## src/rtl/sram_dma_copy.sv

```systemverilog
// sram_dma_copy: single-channel block-copy engine acting as AXI-Lite master on the 128-bit SRAM
// slave. It runs one read-then-write per 16-byte beat, strictly in order, with one outstanding
// transaction.
//
// Optional feature macro: FILL_MODE_EN. When defined, a start with i_fill_mode=1 writes
// i_fill_data to every destination beat and issues no reads.
//
// Ports:
//   clk, rst            clock; asynchronous active-high reset
//   i_start             one-cycle request, only sampled while idle
//   i_src_addr          byte address of the first source beat
//   i_dst_addr          byte address of the first destination beat
//   i_num_beats         number of 16-byte beats to copy
//   i_fill_data         fill pattern (FILL_MODE_EN only)
//   i_fill_mode         selects fill instead of copy (FILL_MODE_EN only)
//   o_busy              high while a transfer is in progress, including the DONE cycle
//   o_done              one-cycle completion pulse
//   o_err               sticky error flag for non-zero write responses
//   o_readAddr_*, i_readData_*                         read address / read data channels
//   o_writeAddr_*, o_writeData_*, i_writeResp_*        write address / data / response channels
module sram_dma_copy #(
  parameter int unsigned LEN_W = 12
) (
  input  logic             clk,
  input  logic             rst,
  input  logic             i_start,
  input  logic [31:0]      i_src_addr,
  input  logic [31:0]      i_dst_addr,
  input  logic [LEN_W-1:0] i_num_beats,
  input  logic [127:0]     i_fill_data,
  input  logic             i_fill_mode,
  output logic             o_busy,
  output logic             o_done,
  output logic             o_err,
  output logic [31:0]      o_readAddr_addr,
  output logic             o_readAddr_valid,
  input  logic             i_readAddr_ready,
  input  logic [127:0]     i_readData_data,
  input  logic             i_readData_valid,
  output logic             o_readData_ready,
  output logic [31:0]      o_writeAddr_addr,
  output logic             o_writeAddr_valid,
  input  logic             i_writeAddr_ready,
  output logic [127:0]     o_writeData_data,
  output logic [15:0]      o_writeData_strb,
  output logic             o_writeData_valid,
  input  logic             i_writeData_ready,
  input  logic [31:0]      i_writeResp_msg,
  input  logic             i_writeResp_valid,
  output logic             o_writeResp_ready
);

  typedef enum logic [2:0] {
    StIdle,
    StRaddr,
    StRdata,
    StWrite,
    StWresp,
    StDone
  } state_e;

  state_e r_state, w_state_d;

  logic [31:0]      r_raddr;
  logic [31:0]      r_waddr;
  logic [LEN_W-1:0] r_count;
  logic [LEN_W-1:0] r_idx;
  logic [127:0]     r_buf;
  logic             r_err;
  logic             r_aw_done;
  logic             r_w_done;

  logic             w_start_acc;
  logic             w_aw_hs;
  logic             w_w_hs;
  logic             w_aw_fin;
  logic             w_w_fin;
  logic             w_last;
  logic             w_fill_start;
  logic             w_fill;
  logic [127:0]     w_fill_data;

`ifdef FILL_MODE_EN
  logic r_fill;

  assign w_fill_start = i_fill_mode;
  assign w_fill       = r_fill;
  assign w_fill_data  = i_fill_data;

  always_ff @(posedge clk or posedge rst) begin
    if (rst) begin
      r_fill <= 1'b0;
    end else if (w_start_acc) begin
      r_fill <= i_fill_mode;
    end
  end
`else
  logic w_unused;

  assign w_fill_start = 1'b0;
  assign w_fill       = 1'b0;
  assign w_fill_data  = '0;
  assign w_unused     = ^{i_fill_data, i_fill_mode};
`endif

  assign w_start_acc = (r_state == StIdle) && i_start;
  assign w_aw_hs     = (r_state == StWrite) && !r_aw_done && i_writeAddr_ready;
  assign w_w_hs      = (r_state == StWrite) && !r_w_done && i_writeData_ready;
  // A channel counts as finished if it handshook earlier or is handshaking now.
  assign w_aw_fin    = r_aw_done || w_aw_hs;
  assign w_w_fin     = r_w_done || w_w_hs;
  assign w_last      = (r_idx == r_count - LEN_W'(1));

  assign o_readAddr_addr  = r_raddr;
  assign o_writeAddr_addr = r_waddr;
  assign o_writeData_data = r_buf;
  assign o_writeData_strb = 16'hFFFF;
  assign o_err            = r_err;

  always_ff @(posedge clk or posedge rst) begin
    if (rst) begin
      r_state <= StIdle;
    end else begin
      r_state <= w_state_d;
    end
  end

  always_comb begin
    w_state_d         = r_state;
    o_busy            = (r_state != StIdle);
    o_done            = 1'b0;
    o_readAddr_valid  = 1'b0;
    o_readData_ready  = 1'b0;
    o_writeAddr_valid = 1'b0;
    o_writeData_valid = 1'b0;
    o_writeResp_ready = 1'b0;
    unique case (r_state)
      StIdle: begin
        if (i_start) begin
          if (i_num_beats == '0) begin
            w_state_d = StDone;
          end else if (w_fill_start) begin
            w_state_d = StWrite;
          end else begin
            w_state_d = StRaddr;
          end
        end
      end
      StRaddr: begin
        o_readAddr_valid = 1'b1;
        if (i_readAddr_ready) w_state_d = StRdata;
      end
      StRdata: begin
        o_readData_ready = 1'b1;
        if (i_readData_valid) w_state_d = StWrite;
      end
      StWrite: begin
        o_writeAddr_valid = !r_aw_done;
        o_writeData_valid = !r_w_done;
        if (w_aw_fin && w_w_fin) w_state_d = StWresp;
      end
      StWresp: begin
        o_writeResp_ready = 1'b1;
        if (i_writeResp_valid) begin
          if (w_last) begin
            w_state_d = StDone;
          end else if (w_fill) begin
            w_state_d = StWrite;
          end else begin
            w_state_d = StRaddr;
          end
        end
      end
      StDone: begin
        o_done    = 1'b1;
        w_state_d = StIdle;
      end
      default: w_state_d = StIdle;
    endcase
  end

  always_ff @(posedge clk or posedge rst) begin
    if (rst) begin
      r_raddr   <= '0;
      r_waddr   <= '0;
      r_count   <= '0;
      r_idx     <= '0;
      r_buf     <= '0;
      r_err     <= 1'b0;
      r_aw_done <= 1'b0;
      r_w_done  <= 1'b0;
    end else begin
      unique case (r_state)
        StIdle: begin
          if (w_start_acc) begin
            r_raddr   <= i_src_addr;
            r_waddr   <= i_dst_addr;
            r_count   <= i_num_beats;
            r_idx     <= '0;
            r_err     <= 1'b0;
            r_aw_done <= 1'b0;
            r_w_done  <= 1'b0;
            if (w_fill_start) r_buf <= w_fill_data;
          end
        end
        StRdata: begin
          if (i_readData_valid) r_buf <= i_readData_data;
        end
        StWrite: begin
          // Flags are cleared as the beat leaves WRITE so the next beat starts fresh.
          if (w_aw_fin && w_w_fin) begin
            r_aw_done <= 1'b0;
            r_w_done  <= 1'b0;
          end else begin
            r_aw_done <= w_aw_fin;
            r_w_done  <= w_w_fin;
          end
        end
        StWresp: begin
          if (i_writeResp_valid) begin
            if (i_writeResp_msg != 32'd0) r_err <= 1'b1;
            if (!w_last) begin
              r_idx   <= r_idx + LEN_W'(1);
              r_raddr <= r_raddr + 32'd16;
              r_waddr <= r_waddr + 32'd16;
            end
          end
        end
        default: ;
      endcase
    end
  end

endmodule

```

## config.mk

```make
export PLATFORM = sky130hd
export DESIGN_NAME = sram_dma_copy
export DESIGN_NICKNAME = d
export VERILOG_FILES = /design/src/rtl/sram_dma_copy.sv
export SDC_FILE = /design/constraint.sdc
export NUM_CORES = 1
export LEC_CHECK = 0
export CAP_MARGIN = 20
export CORE_AREA = 2 2 232 234
export CTS_CLUSTER_DIAMETER = 50
export DETAILED_ROUTE_END_ITERATION = 8
export DIE_AREA = 0 0 234 236
export PLACE_DENSITY = 0.6
export SLEW_MARGIN = 20
export SYNTH_ARGS = -nofsm -noshare
export SYNTH_HDL_FRONTEND = slang
export SYNTH_SLANG_ARGS = --single-unit
```

## constraint.sdc

```tcl
create_clock -name clk -period 8.65 [get_ports clk]
set_clock_uncertainty 0.05 [all_clocks]
set_input_delay 0.865 -clock clk [delete_from_list [all_inputs] [get_ports clk]]
set_output_delay 0.865 -clock clk [all_outputs]
set_load 0.01 [all_outputs]
```

==> flow_metrics.env <==
export IMPL_die_area_um2=55220
export IMPL_cp_endpoint="o_writeAddr_addr[19]"
export IMPL_place_gp_congestion=0.8096
export IMPL_critPathCaptureType="flop"
export IMPL_holdBufCountCts=0
export IMPL_tightest_slew_ns=0.9808
export IMPL_clkSinkCount=222
export IMPL_dp_hpwl_um=31080
export IMPL_antenna_found_initial=10
export IMPL_slew_headroom=0.3461
export IMPL_cp_depth=11
export IMPL_vias=9867
export IMPL_die_w_um=234
export IMPL_reg2reg_to="o_writeAddr_addr[19]"
export IMPL_area_growth_pct=58.54
export IMPL_globalRoute_totalOverflow=0
export IMPL_drtPass1Iterations=5
export IMPL_cts_repair_resize_count=0
export IMPL_slew_viol_final=0
export IMPL_r2r_cells=11
export IMPL_finalHoldViolations=0
export IMPL_worstHoldStart="o_readAddr_addr[1]"
export IMPL_post_drt_wl_per_cell_um=19.45
export IMPL_path_clk_slew_ns=0.06
export IMPL_io_pins=589
export IMPL_via_per_inst=4.549
export IMPL_synth_edf_count=0
export IMPL_die_h_um=236
export IMPL_clockRootBuffer="clkbuf_16"
export IMPL_syn_inst=1019
export IMPL_cts_buffer_depth=3
export IMPL_fmax_mhz=240.9
export IMPL_drc=0
export IMPL_finalCritPeriodShare=0.4799
export IMPL_cp_max_fo=42
export IMPL_grt_max_degree=94
export IMPL_maxCapViolations=0
export IMPL_synth_ff_type="dfrtp_1"
export IMPL_drt_initial_drc_count=448
export IMPL_post_route_min_period_ns=4.152
export IMPL_netlist_area_leader_share=0.5109
export IMPL_cp_required_ns=9.01
export IMPL_grt_pass1_wl_um=62650
export IMPL_row_count=85
export IMPL_start_util=0.2049
export IMPL_start_kind="flop"
export IMPL_worst_path_buf_inv=3
export IMPL_drive_gt1_frac=0.1664
export IMPL_setup_tns_ns=0
export IMPL_first_global_vias=10210
export IMPL_antenna_left=0
export IMPL_crit_top_cell="buf_4"
export IMPL_timing_rr_start="r_count[0]"
export IMPL_synthTopCellsByArea="dfrtp_1 (51%), mux2_2 (13%), nand2_1 (3.9%), o21ai_0 (3.8%), a2bb2oi_2 (3.3%)"
export IMPL_cts_setup_buffers=0
export IMPL_path_cells="inv_1 > ha_1 > or4b_1 > or4_1 > o311ai_1 > a31oi_1 > nor4_4 > buf_4 > or2_1 > buf_4 > o21ai_0"
export IMPL_h_tree_depth=2
export IMPL_finalSetupViolations=0
export IMPL_power_leakage_uw=0.006824
export IMPL_rsz0062_at_grt="false"
export IMPL_cts_inserted_buffers=37
export IMPL_core_area_um2=53070
export IMPL_ir_worst_vdd_mv=0.1922
export IMPL_fin_ws_ns=4.499
export IMPL_io_buffers=443
export IMPL_syn_area_per_cell_um2=10.67
export IMPL_cts_tree="done"
export IMPL_ys_types=58
export IMPL_path_class="flop to flop"
export IMPL_r2r_setup_slack_ns=4.50
export IMPL_fin_nets=1823
export IMPL_ys_async_sr_fraction=1.000
export IMPL_worst_skew_pair_late_latency_ns=0.56
export IMPL_crit_start="r_count[0]"
export IMPL_max_stage_delay_ns=0.62
export IMPL_yosysSeqAreaShare=0.5109
export IMPL_yosysTopAreaCell="dfrtp_1"
export IMPL_routed_wl_um=42190
export IMPL_p_per_area_nw_per_um2=355.7
export IMPL_ys_ff_latch=222
export IMPL_critPathSlowestCell="or2_1"
export IMPL_hold_class="flop to flop"
export IMPL_cp_arrival_ns=4.51
export IMPL_status="finished, final reports clean"
export IMPL_place_ws_ns=4.521
export IMPL_yosysWarnings=0
export IMPL_path_delay_family="simple AND/OR/NAND/NOR gates"
export IMPL_grt_usage=0.1492
export IMPL_synth_area_um2=10870
layout by cell type, fill, tap and decap left out, types with 5 or more instances in the layout:
| cell type | synthesis | layout |
|---|---|---|
| nor3b_1 | 5 | 5 |
| nor2_1 | 47 | 47 |
| o31a_1 | 8 | 8 |
| o21ai_0 | 82 | 82 |
| nand3_1 | 36 | 36 |
| buf_4 | 21 | 13 |
| dfrtp_1 | 222 | 222 |
| nor3_1 | 29 | 29 |
| clkbuf_16 | 0 | 37 |
| xor2_1 | 6 | 6 |
| nand4_1 | 15 | 15 |
| nand2_1 | 113 | 112 |
| o31ai_1 | 13 | 13 |
| a21oi_2 | 6 | 6 |
| conb_1 | 1 | 16 |
| mux2_2 | 128 | 128 |
| o22ai_1 | 17 | 17 |
| inv_8 | 0 | 5 |
| a2bb2oi_2 | 24 | 24 |
| inv_1 | 15 | 14 |
| and3_1 | 15 | 15 |
| a21oi_1 | 39 | 38 |
| a31oi_1 | 13 | 13 |
| xnor2_1 | 10 | 10 |
| clkdlybuf4s50_1 | 0 | 443 |
| nor4_1 | 16 | 16 |
| a211oi_1 | 5 | 5 |
| clkinv_4 | 0 | 6 |
| or3_1 | 8 | 8 |
layer usage:
layer	track usage	up-vias	part of all wire
li1	-	4533	-
met1	0.1623	4800	0.37
met2	0.2548	432	0.49
met3	0.07253	86	0.12
met4	0.04315	16	0.024
met5	0	-	0.0023
sequential cells by signal, indices dropped and copies added, names as in the netlist:
name              count
r_idx                12
o_readAddr_addr      32
o_writeAddr_addr     32
o_writeData_data    128
r_state               3
r_aw_done             1
r_count              12
r_w_done              1
o_err                 1
where the power goes:
group          switching (µW)  leakage [µW]  internal, µW
Sequential                429       0.00267          1530
Clock                     595      0.000619           945
Combinational            1160       0.00354          1470
Total                    2180       0.00682          3950
Yosys cell counts, types with 4 or more instances:
| master | count |
|---|---|
| a211oi_1 | 5 |
| a21oi_1 | 39 |
| a21oi_2 | 6 |
| a2bb2oi_2 | 24 |
| a31oi_1 | 13 |
| and2_1 | 4 |
| and3_1 | 15 |
| buf_4 | 21 |
| buf_6 | 6 |
| clkbuf_1 | 54 |
| dfrtp_1 | 222 |
| ha_1 | 4 |
| inv_1 | 15 |
| mux2_2 | 128 |
| mux2i_1 | 4 |
| nand2_1 | 113 |
| nand3_1 | 36 |
| nand4_1 | 15 |
| nor2_1 | 47 |
| nor3_1 | 29 |
| nor3b_1 | 5 |
| nor4_1 | 16 |
| o21ai_0 | 82 |
| o21ai_1 | 4 |
| o22ai_1 | 17 |
| o31a_1 | 8 |
| o31ai_1 | 13 |
| or3_1 | 8 |
| xnor2_1 | 10 |
| xor2_1 | 6 |
tightest hold or removal path: cells and delay by family (launching register included):
family | cells | cell delay, ns
simple gates | 2 | 0.11
flops | 1 | 0.34
worst min-delay path by stage:
stage,to,slack [ns],cells past startpoint
floorplan,r_count[11],0.42,2
detailed placement,o_readAddr_addr[1],0.41,2
finish,o_readAddr_addr[1],0.43,2
CTS,o_readAddr_addr[1],0.43,2
global route,o_readAddr_addr[1],0.45,2
global placement,o_readAddr_addr[1],0.42,2
per-stage QoR:
| stage | area (µm²) | total power (µW) | std cells | hold WS, ns | utilization |
|---|---|---|---|---|---|
| 2_1_floorplan | 10930 | 3131 | 1034 | 0.4152 | - |
| 3_3_place_gp | 15920 | 4590 | 2102 | 0.4164 | 0.2999 |
| 3_5_place_dp | 15920 | 4635 | 2102 | 0.4108 | 0.2999 |
| 4_1_cts | 17210 | 6229 | 2167 | 0.4255 | 0.3242 |
| 5_1_grt | 17240 | 6506 | 2168 | 0.4525 | 0.3248 |
| 6_report | 17240 | 6132 | 2169 | 0.4297 | 0.3248 |
cells by family (layout without fill, tap and decap cells):
family / count (synthesis) / count (layout) / share of synthesized area
XOR/XNOR: 16 / 16 / 0.01289
other: 1 / 17 / 0.0003449
AND/OR/NAND/NOR: 309 / 309 / 0.1384
buffers and inverters: 100 / 538 / 0.04626
multiplexers: 132 / 132 / 0.1362
adder cells (fa/ha/maj): 4 / 4 / 0.004603
flip-flops: 222 / 222 / 0.5109
AO/OA/AOI/OAI: 235 / 235 / 0.1503
cell type report:
cell class	count	area, µm²
fill	5343	35830
sequential	222	5555
multi-input combinational	712	4892
timing repair buffer	457	4559
clock buffer	41	960.9
tap	696	870.8
clock inverter	24	329.1
inverter	16	67.56
antenna	1	2.502
Note: power is estimated with default switching activity, not from simulation.
